$ cat config.mk
export PLATFORM = sky130hd
export DESIGN_NAME = dcache_victim_ctrl_flat
export DESIGN_NICKNAME = d
export VERILOG_FILES = /design/src/rtl/dcache_victim_ctrl_if.sv /design/src/rtl/dcache_victim_ctrl.sv /design/src/flat_wrapper.sv
export SDC_FILE = /design/constraint.sdc
export NUM_CORES = 1
export LEC_CHECK = 0
export CORE_AREA = 2 2 323 325
export DETAILED_ROUTE_END_ITERATION = 10
export DIE_AREA = 0 0 325 327
export DONT_BUFFER_PORTS = 1
export PLACE_DENSITY_LB_ADDON = 0.15
export SLEW_MARGIN = 5
export SYNTH_ARGS = -nofsm -noshare
export SYNTH_HDL_FRONTEND = slang
export SYNTH_SLANG_ARGS = --single-unit
$ cat constraint.sdc
create_clock -name clk -period 22 [get_ports clk]
set_clock_uncertainty 0.2 [all_clocks]
set_input_delay 2.2 -clock clk [delete_from_list [all_inputs] [get_ports clk]]
set_output_delay 2.2 -clock clk [all_outputs]
set_load 0.01 [all_outputs]
$ cat src/rtl/dcache_victim_ctrl_if.sv
// Bus bundle between the miss controller and its three neighbours: the dcache
// miss path, the victim cache and the memory read port.
interface dcache_victim_ctrl_if #(
    parameter int DCACHE_LINE_WIDTH = 128,
    parameter int VICTIM_ADDR_BITS  = 28
);
    // Handshakes: miss_req_i is held by the dcache until the one-cycle miss_ack_o
    // pulse; mem_req_o is held by the controller until the cycle mem_ack_i is seen.
    logic                         miss_req_i;
    logic [VICTIM_ADDR_BITS-1:0]  miss_addr_i;
    logic                         evict_valid_i;
    logic [VICTIM_ADDR_BITS-1:0]  evict_addr_i;
    logic [DCACHE_LINE_WIDTH-1:0] evict_data_i;
    logic                         miss_ack_o;
    logic [DCACHE_LINE_WIDTH-1:0] refill_data_o;
    logic                         refill_from_victim_o;

    logic [VICTIM_ADDR_BITS-1:0]  dcache2victim_addr_o;
    logic [DCACHE_LINE_WIDTH-1:0] dcache2victim_data_o;
    logic                         victim_wr_en_o;
    logic [DCACHE_LINE_WIDTH-1:0] victim2dcache_data_i;
    logic                         victim_hit_i;

    logic                         mem_req_o;
    logic [VICTIM_ADDR_BITS-1:0]  mem_addr_o;
    logic                         mem_ack_i;
    logic [DCACHE_LINE_WIDTH-1:0] mem_data_i;

    modport slave (
        input  miss_req_i, miss_addr_i, evict_valid_i, evict_addr_i, evict_data_i,
        input  victim2dcache_data_i, victim_hit_i, mem_ack_i, mem_data_i,
        output miss_ack_o, refill_data_o, refill_from_victim_o,
        output dcache2victim_addr_o, dcache2victim_data_o, victim_wr_en_o,
        output mem_req_o, mem_addr_o
    );

    modport master (
        output miss_req_i, miss_addr_i, evict_valid_i, evict_addr_i, evict_data_i,
        output victim2dcache_data_i, victim_hit_i, mem_ack_i, mem_data_i,
        input  miss_ack_o, refill_data_o, refill_from_victim_o,
        input  dcache2victim_addr_o, dcache2victim_data_o, victim_wr_en_o,
        input  mem_req_o, mem_addr_o
    );
endinterface

$ cat src/rtl/dcache_victim_ctrl.sv
// Dcache miss controller: probes the victim cache first, falls back to memory,
// and always writes the evicted line into the victim cache before acknowledging.
module dcache_victim_ctrl #(
    parameter int DCACHE_LINE_WIDTH = 128,
    parameter int VICTIM_ADDR_BITS  = 28,
    parameter int STAT_WIDTH        = 32
) (
    input  logic                  clk,
    input  logic                  rst,
    input  logic                  flush_i,
    dcache_victim_ctrl_if.slave   bus,
    output logic                  busy_o,
    output logic [STAT_WIDTH-1:0] victim_hit_cnt_o,
    output logic [STAT_WIDTH-1:0] victim_miss_cnt_o,
    output logic [2:0]            dbg_state_o
);
    typedef enum logic [2:0] {
        ST_IDLE      = 3'd0,
        ST_LOOKUP    = 3'd1,
        ST_MEM_REQ   = 3'd2,
        ST_WR_VICTIM = 3'd3,
        ST_RESP      = 3'd4
    } state_e;

    localparam logic [STAT_WIDTH-1:0] STAT_ONE = {{(STAT_WIDTH-1){1'b0}}, 1'b1};

    state_e                       state_q, state_d;
    logic [VICTIM_ADDR_BITS-1:0]  miss_addr_q, miss_addr_d;
    logic                         evict_valid_q, evict_valid_d;
    logic [VICTIM_ADDR_BITS-1:0]  evict_addr_q, evict_addr_d;
    logic [DCACHE_LINE_WIDTH-1:0] evict_data_q, evict_data_d;
    logic [DCACHE_LINE_WIDTH-1:0] refill_q, refill_d;
    logic                         from_victim_q, from_victim_d;
    logic                         busy_q, busy_d;
    logic [STAT_WIDTH-1:0]        hit_cnt_q, hit_cnt_d;
    logic [STAT_WIDTH-1:0]        miss_cnt_q, miss_cnt_d;

    always_comb begin
        state_d                  = state_q;
        miss_addr_d              = miss_addr_q;
        evict_valid_d            = evict_valid_q;
        evict_addr_d             = evict_addr_q;
        evict_data_d             = evict_data_q;
        refill_d                 = refill_q;
        from_victim_d            = from_victim_q;
        hit_cnt_d                = hit_cnt_q;
        miss_cnt_d               = miss_cnt_q;
        bus.miss_ack_o           = 1'b0;
        bus.dcache2victim_addr_o = '0;
        bus.dcache2victim_data_o = '0;
        bus.victim_wr_en_o       = 1'b0;
        bus.mem_req_o            = 1'b0;
        bus.mem_addr_o           = '0;

        case (state_q)
            ST_IDLE: begin
                if (bus.miss_req_i && !flush_i) begin
                    miss_addr_d   = bus.miss_addr_i;
                    evict_valid_d = bus.evict_valid_i;
                    evict_addr_d  = bus.evict_addr_i;
                    evict_data_d  = bus.evict_data_i;
                    state_d       = ST_LOOKUP;
                end
            end
            ST_LOOKUP: begin
                bus.dcache2victim_addr_o = miss_addr_q;
                if (bus.victim_hit_i) begin
                    refill_d      = bus.victim2dcache_data_i;
                    from_victim_d = 1'b1;
                    hit_cnt_d     = (&hit_cnt_q) ? hit_cnt_q : hit_cnt_q + STAT_ONE;
                    state_d       = evict_valid_q ? ST_WR_VICTIM : ST_RESP;
                end else begin
                    miss_cnt_d = (&miss_cnt_q) ? miss_cnt_q : miss_cnt_q + STAT_ONE;
                    state_d    = ST_MEM_REQ;
                end
            end
            ST_MEM_REQ: begin
                bus.mem_req_o  = 1'b1;
                bus.mem_addr_o = miss_addr_q;
                if (bus.mem_ack_i) begin
                    refill_d      = bus.mem_data_i;
                    from_victim_d = 1'b0;
                    state_d       = evict_valid_q ? ST_WR_VICTIM : ST_RESP;
                end
            end
            ST_WR_VICTIM: begin
                // Runs after the lookup so victim replacement cannot clobber the hit line.
                bus.victim_wr_en_o       = 1'b1;
                bus.dcache2victim_addr_o = evict_addr_q;
                bus.dcache2victim_data_o = evict_data_q;
                state_d                  = ST_RESP;
            end
            ST_RESP: begin
                bus.miss_ack_o = 1'b1;
                state_d        = ST_IDLE;
            end
            default: state_d = ST_IDLE;
        endcase

        busy_d = (state_d != ST_IDLE);
    end

    always_ff @(posedge clk or posedge rst) begin
        if (rst) begin
            state_q       <= ST_IDLE;
            miss_addr_q   <= '0;
            evict_valid_q <= 1'b0;
            evict_addr_q  <= '0;
            evict_data_q  <= '0;
            refill_q      <= '0;
            from_victim_q <= 1'b0;
            busy_q        <= 1'b0;
            hit_cnt_q     <= '0;
            miss_cnt_q    <= '0;
        end else begin
            state_q       <= state_d;
            miss_addr_q   <= miss_addr_d;
            evict_valid_q <= evict_valid_d;
            evict_addr_q  <= evict_addr_d;
            evict_data_q  <= evict_data_d;
            refill_q      <= refill_d;
            from_victim_q <= from_victim_d;
            busy_q        <= busy_d;
            hit_cnt_q     <= hit_cnt_d;
            miss_cnt_q    <= miss_cnt_d;
        end
    end

    assign bus.refill_data_o        = refill_q;
    assign bus.refill_from_victim_o = from_victim_q;
    assign busy_o                   = busy_q;
    assign victim_hit_cnt_o         = hit_cnt_q;
    assign victim_miss_cnt_o        = miss_cnt_q;
    assign dbg_state_o              = state_q;
endmodule

$ cat src/flat_wrapper.sv
// flat-port wrapper written by rule: the top's interface ports become plain ports
module dcache_victim_ctrl_flat 
#(
    parameter int DCACHE_LINE_WIDTH = 128,
    parameter int VICTIM_ADDR_BITS  = 28,
    parameter int STAT_WIDTH        = 32
)
  (clk, rst, flush_i, busy_o, victim_hit_cnt_o, victim_miss_cnt_o, dbg_state_o, bus_miss_req_i, bus_miss_addr_i, bus_evict_valid_i, bus_evict_addr_i, bus_evict_data_i, bus_victim2dcache_data_i, bus_victim_hit_i, bus_mem_ack_i, bus_mem_data_i, bus_miss_ack_o, bus_refill_data_o, bus_refill_from_victim_o, bus_dcache2victim_addr_o, bus_dcache2victim_data_o, bus_victim_wr_en_o, bus_mem_req_o, bus_mem_addr_o);
  dcache_victim_ctrl_if #(.DCACHE_LINE_WIDTH(DCACHE_LINE_WIDTH), .VICTIM_ADDR_BITS(VICTIM_ADDR_BITS)) bus_i ();
  input  logic clk;
  input  logic rst;
  input  logic flush_i;
  output logic busy_o;
  output logic [STAT_WIDTH-1:0] victim_hit_cnt_o;
  output logic [STAT_WIDTH-1:0] victim_miss_cnt_o;
  output logic [2:0] dbg_state_o;
  input wire logic [$bits(bus_i.miss_req_i)-1:0] bus_miss_req_i;
  input wire logic [$bits(bus_i.miss_addr_i)-1:0] bus_miss_addr_i;
  input wire logic [$bits(bus_i.evict_valid_i)-1:0] bus_evict_valid_i;
  input wire logic [$bits(bus_i.evict_addr_i)-1:0] bus_evict_addr_i;
  input wire logic [$bits(bus_i.evict_data_i)-1:0] bus_evict_data_i;
  input wire logic [$bits(bus_i.victim2dcache_data_i)-1:0] bus_victim2dcache_data_i;
  input wire logic [$bits(bus_i.victim_hit_i)-1:0] bus_victim_hit_i;
  input wire logic [$bits(bus_i.mem_ack_i)-1:0] bus_mem_ack_i;
  input wire logic [$bits(bus_i.mem_data_i)-1:0] bus_mem_data_i;
  output wire logic [$bits(bus_i.miss_ack_o)-1:0] bus_miss_ack_o;
  output wire logic [$bits(bus_i.refill_data_o)-1:0] bus_refill_data_o;
  output wire logic [$bits(bus_i.refill_from_victim_o)-1:0] bus_refill_from_victim_o;
  output wire logic [$bits(bus_i.dcache2victim_addr_o)-1:0] bus_dcache2victim_addr_o;
  output wire logic [$bits(bus_i.dcache2victim_data_o)-1:0] bus_dcache2victim_data_o;
  output wire logic [$bits(bus_i.victim_wr_en_o)-1:0] bus_victim_wr_en_o;
  output wire logic [$bits(bus_i.mem_req_o)-1:0] bus_mem_req_o;
  output wire logic [$bits(bus_i.mem_addr_o)-1:0] bus_mem_addr_o;
  assign bus_i.miss_req_i = bus_miss_req_i;
  assign bus_i.miss_addr_i = bus_miss_addr_i;
  assign bus_i.evict_valid_i = bus_evict_valid_i;
  assign bus_i.evict_addr_i = bus_evict_addr_i;
  assign bus_i.evict_data_i = bus_evict_data_i;
  assign bus_i.victim2dcache_data_i = bus_victim2dcache_data_i;
  assign bus_i.victim_hit_i = bus_victim_hit_i;
  assign bus_i.mem_ack_i = bus_mem_ack_i;
  assign bus_i.mem_data_i = bus_mem_data_i;
  assign bus_miss_ack_o = bus_i.miss_ack_o;
  assign bus_refill_data_o = bus_i.refill_data_o;
  assign bus_refill_from_victim_o = bus_i.refill_from_victim_o;
  assign bus_dcache2victim_addr_o = bus_i.dcache2victim_addr_o;
  assign bus_dcache2victim_data_o = bus_i.dcache2victim_data_o;
  assign bus_victim_wr_en_o = bus_i.victim_wr_en_o;
  assign bus_mem_req_o = bus_i.mem_req_o;
  assign bus_mem_addr_o = bus_i.mem_addr_o;
  dcache_victim_ctrl #(.DCACHE_LINE_WIDTH(DCACHE_LINE_WIDTH), .VICTIM_ADDR_BITS(VICTIM_ADDR_BITS), .STAT_WIDTH(STAT_WIDTH)) u_core (.clk(clk), .rst(rst), .flush_i(flush_i), .bus(bus_i), .busy_o(busy_o), .victim_hit_cnt_o(victim_hit_cnt_o), .victim_miss_cnt_o(victim_miss_cnt_o), .dbg_state_o(dbg_state_o));
endmodule
Yosys cells after proc, flatten, opt, wreduce, memory -nomap -nowiden. Index checks and enable logic that the tools add are counted.

Input port bits: 447. Register bits: 382.

Equal/unequal tests: 6. Reduce and logical (&&, ||, !) cells: 11. Add/sub/neg operators: 2. Bitwise logic cells: 3. Mux-type cells: 17.

Operators by type and width (count): $mux W128 (3); $pmux W128 S2 (1); $add A32 B1 Y32 const B (2); $reduce_and A32 Y1 (2); $pmux W28 S2 (1); $mux W28 (1); $mux W3 (4); $pmux W3 S4 (1); $reduce_and A3 Y1 (3); $eq A3 B2 Y1 const B (2); $mux W1 (5); $ne A2 B2 Y1 const B (2); $eq A3 B1 Y1 const B (1); $eq A3 B3 Y1 const B (1); $logic_not A3 Y1 (1); $not A1 Y1 (3); $reduce_bool A3 Y1 (1); $pmux W1 S2 (1); $reduce_and A2 Y1 (1); $reduce_bool A2 Y1 (1); $logic_and A1 B1 Y1 (1); $logic_not A1 Y1 (1).

Longest topological paths before layout.
Depth after elaboration: 5. Mapped depth: 8. Mapped depth without buffers: 6.

Worst setup path before layout. No wires, ideal clock.

Kind: reg2out. Start: register u_core.state_q[2], in the netlist u_core.dbg_state_o[2]. End: output port bus_mem_addr_o[0]. Data arrival time: 1829 ps. Stages on the path, launching flop included: 6. Setup slack: 17771 ps. Buffers on the path: 3. Path through: dfrtp_1 -> buf_6 -> nor3_1 -> clkbuf_1 -> clkbuf_1 -> and2_1.

Word-level cells in the longest chain between the ends: 2.

RTL lines: start: declaration (RTL line dcache_victim_ctrl.sv:27) `state_e state_q, state_d;`; start signal: assignment (RTL line dcache_victim_ctrl.sv:116) `state_q <= state_d;`; $eq A3 B2 Y1 (RTL line dcache_victim_ctrl.sv:55) `case (state_q)`; $mux W28 (RTL line dcache_victim_ctrl.sv:55); end: declaration (RTL line flat_wrapper.sv:33) `output wire logic [$bits(bus_i.mem_addr_o)-1:0] bus_mem_addr_o;`.

Every way passes these cells.

Worst setup path after layout.
Start: register u_core.state_q[1], in the netlist u_core.dbg_state_o[1]. End: output port bus_dcache2victim_data_o[111].

Word-level cells in the longest chain between the ends: 2.

RTL lines: $eq A3 B2 Y1 (RTL line dcache_victim_ctrl.sv:55); $mux W128 (RTL line dcache_victim_ctrl.sv:55); end: declaration (RTL line flat_wrapper.sv:30) `output wire logic [$bits(bus_i.dcache2victim_data_o)-1:0] bus_dcache2victim_data_o;`.

Every way passes these cells.

==> results_dict.tcl <==
set metrics [dict create \
    clock_latency_ns 0.60 \
    cp.arrival_ns 3.37 \
    cp.required_ns 19.60 \
    peakVddDrop_v 0.0001069 \
    post-route-drc-count 0 \
    cts_buffer_depth 3 \
    syn_area_per_cell_sq_um 11.75 \
    grt_max_degree 120 \
    cts_root_buffer "clkbuf_16" \
    antenna_left 0 \
    end_kind "output pin" \
    num_rows 118 \
    die_x_um 325 \
    fmax_mhz 173.3 \
    ys_seq_elements 382 \
    r2r-end "u_core.bus.refill_data_o[10]$_DFFE_PP0P_" \
    pwr-share-clk_pct 28.3 \
    async_flop_share_pct 100.0 \
    synth_ff_type "dfrtp_1" \
    powerDensity_nw_per_um2 134.7 \
    cts_tree "yes" \
    drive_above_1_share_pct 19.38 \
    gp_congestion 0.8277 \
    hold_buffers 0 \
    p_sw_mw 0.9569 \
    r2r_slack_ns 18.04 \
    internal_power_mw 1.777 \
    routedWlPerCell_um 21.90 \
    start_kind "flop" \
    ys_seq_area_share_pct 55.63 \
    drt-initial-drc-count 446 \
    antenna_found_initial 19 \
    area_growth_syn_to_layout_pct 18.13 \
    layout.cells.most_common "dfrtp_1" \
    cts_max_level 2 \
    viasPerCell 3.864 \
    synth_edf_count 0 \
    clk_pin_slew_ns 0.05 \
    layout_common_cells "dfrtp_1 (382), mux2_2 (187), and2_1 (159)" \
    num_vias 11080 \
    r2r_start "u_core.dbg_state_o[2]$_DFF_PP0_" \
    tightestPinTransition_ns 1.078 \
    setup_slack_ns 16.23 \
    total_leakage_power_nw 8.231 \
    grt_pass1_wl_um 89240 \
    reg2reg_depth 5 \
    cts_buffers 48 \
    die_h_um 327 \
    grt_pass1_vias 11720 \
    p_seq_share_pct 47.1 \
    critPathKind "flop to output pin" \
    nets 1889 \
    maxCapViolCount 0 \
    switching_share_pct 35.01 \
    initial_utilization_pct 16.70 \
    finalCritPeriodShare_pct 26.23 \
    cts.sinks 382 \
    cts_resized 0 \
    grt_usage_pct 11.39 \
    post-place-ws_ns 16.48 \
    status "finished, final reports clean" \
    dieArea_sq_um 106300 \
    rsz0062_at_grt "no" \
    syn_inst 1462 \
    dr.pass1.iters 4 \
    hp-start "u_core.evict_data_q[49]$_DFFE_PP0P_" \
    cts_setup_buffers 0 \
    finalMaxSlewViolations 0 \
    dp_hpwl_um 47920 \
    comb_power_share_pct 24.6 \
    relSlewSlack_pct 28.10 \
    crit_fanout 86 \
    setup_viol 0 \
    ys_warn_count 0 \
    gr-total-overflow 0 \
    core_sq_um 102900 \
    yosysUniqueCellTypes 44 \
    whs_path_depth 1 \
    min_to "u_core.evict_data_q[49]$_DFFE_PP0P_" \
    pin_count 831 \
    finalSetupTns_ns 0 \
    drt_wl_total_um 62800 \
    mappedNetlistNets 1911 \
    fin_crit_ns 5.770 \
    syn_area_sq_um 17180 \
    hold_class "flop to flop" \
    hold_viol_final 0 \
    io_buffers 0 \
]
==> worst max path at each step <==
| stage | from | to | slack [ns] | cells past startpoint |
|---|---|---|---|---|
| 2_1_floorplan | rst | u_core.bus.refill_data_o[0]$_DFFE_PP0P_ | 8.99 | 1 |
| 3_3_place_gp | rst | u_core.bus.refill_data_o[85]$_DFFE_PP0P_ | 16.54 | 4 |
| 3_5_place_dp | rst | u_core.bus.refill_data_o[86]$_DFFE_PP0P_ | 16.48 | 4 |
| 4_1_cts | u_core.dbg_state_o[1]$_DFF_PP0_ | bus_dcache2victim_addr_o[1] | 16.09 | 5 |
| 5_1_grt | u_core.dbg_state_o[1]$_DFF_PP0_ | bus_dcache2victim_data_o[111] | 15.88 | 5 |
| 6_report | u_core.dbg_state_o[1]$_DFF_PP0_ | bus_dcache2victim_data_o[111] | 16.23 | 5 |
==> flip-flops by register name, indices dropped and copies added (netlist names) <==
register                         cells
u_core.evict_valid_q                 1
u_core.dbg_state_o                   3
u_core.miss_addr_q                  28
u_core.evict_addr_q                 28
u_core.victim_miss_cnt_o            32
u_core.bus.refill_data_o           128
u_core.busy_o                        1
u_core.evict_data_q                128
u_core.bus.refill_from_victim_o      1
u_core.victim_hit_cnt_o             32
==> synthesized netlist by cell type (all sizes together), types with 2 or more instances <==
cell type	instances	area (sq um)
dfrtp	382	9559
mux2	187	2106
and2	160	1001
nand2	155	581.8
o21ai	129	645.6
mux2i	128	1281
clkbuf	73	275.3
xnor2	50	437.9
nand4	32	200.2
a22o	28	245.2
nand3	25	125.1
nor2	20	75.07
buf	16	81.32
xor2	12	105.1
and3	10	62.56
nor4	9	68.81
inv	8	30.03
nor3	8	40.04
and4	5	43.79
a21oi	4	23.77
a31oi	2	12.51
ha	2	25.02
nor3b	2	15.01
or4	2	18.77
==> worst max-delay path: stages (launching register included) <==
cell,delay (ns)
dfrtp_1,0.53
inv_1,0.14
nor3b_2,0.22
buf_4,0.61
buf_4,0.72
and2_1,0.34
==> metrics by stage <==
stage | std cells | power, mW | utilization (%) | area, sq um | hold WS, ns
2_1_floorplan | 1462 | 1.746 | - | 17180 | 0.2706
3_3_place_gp | 2770 | 1.978 | 18.22 | 18750 | 0.2810
3_5_place_dp | 2770 | 1.993 | 18.22 | 18750 | 0.2844
4_1_cts | 2856 | 2.797 | 19.70 | 20270 | 0.2965
5_1_grt | 2860 | 2.921 | 19.71 | 20280 | 0.3056
6_report | 2868 | 2.733 | 19.73 | 20300 | 0.2947
==> cell type report <==
type / count / area (sq um)
fill: 11260 / 82610
inverter: 8 / 37.54
clock inverter: 8 / 97.59
antenna: 12 / 30.03
clock buffer: 78 / 1425
sequential: 382 / 9559
tap: 1380 / 1727
timing repair buffer: 17 / 140.1
multi-input combinational: 983 / 7282
==> kinds of logic (layout without fill, tap and decap cells) <==
kind of cell,Yosys count,in the layout,share of synthesized area (%)
flip-flops,382,382,55.63
AND/OR/NAND/NOR,434,434,13.33
adder cells (fa/ha/maj),2,2,0.1456
multiplexers,315,315,19.71
other,0,12,0
XOR/XNOR,62,62,3.160
AO/OA/AOI/OAI,170,170,5.774
buffers and inverters,97,111,2.250
==> power groups by stage <==
| stage | clock [mW] | combinational [mW] | sequential (mW) |
|---|---|---|---|
| floorplan | 0 | 0.559 | 1.19 |
| global placement | 0 | 0.676 | 1.30 |
| detailed placement | 0 | 0.692 | 1.30 |
| CTS | 0.810 | 0.690 | 1.30 |
| global route | 0.842 | 0.758 | 1.32 |
| finish | 0.775 | 0.672 | 1.29 |
==> per-layer routing <==
layer	vias up	share of wire [%]	wire [um]	track usage (%)
met1	5521	36	22920	12.31
li1	5035	-	-	-
met3	87	9.8	6152	5.262
met5	-	0.20	127	0
met4	20	1.9	1205	3.009
met2	418	52	32400	20.02
Power figures use the tool's default switching activity.
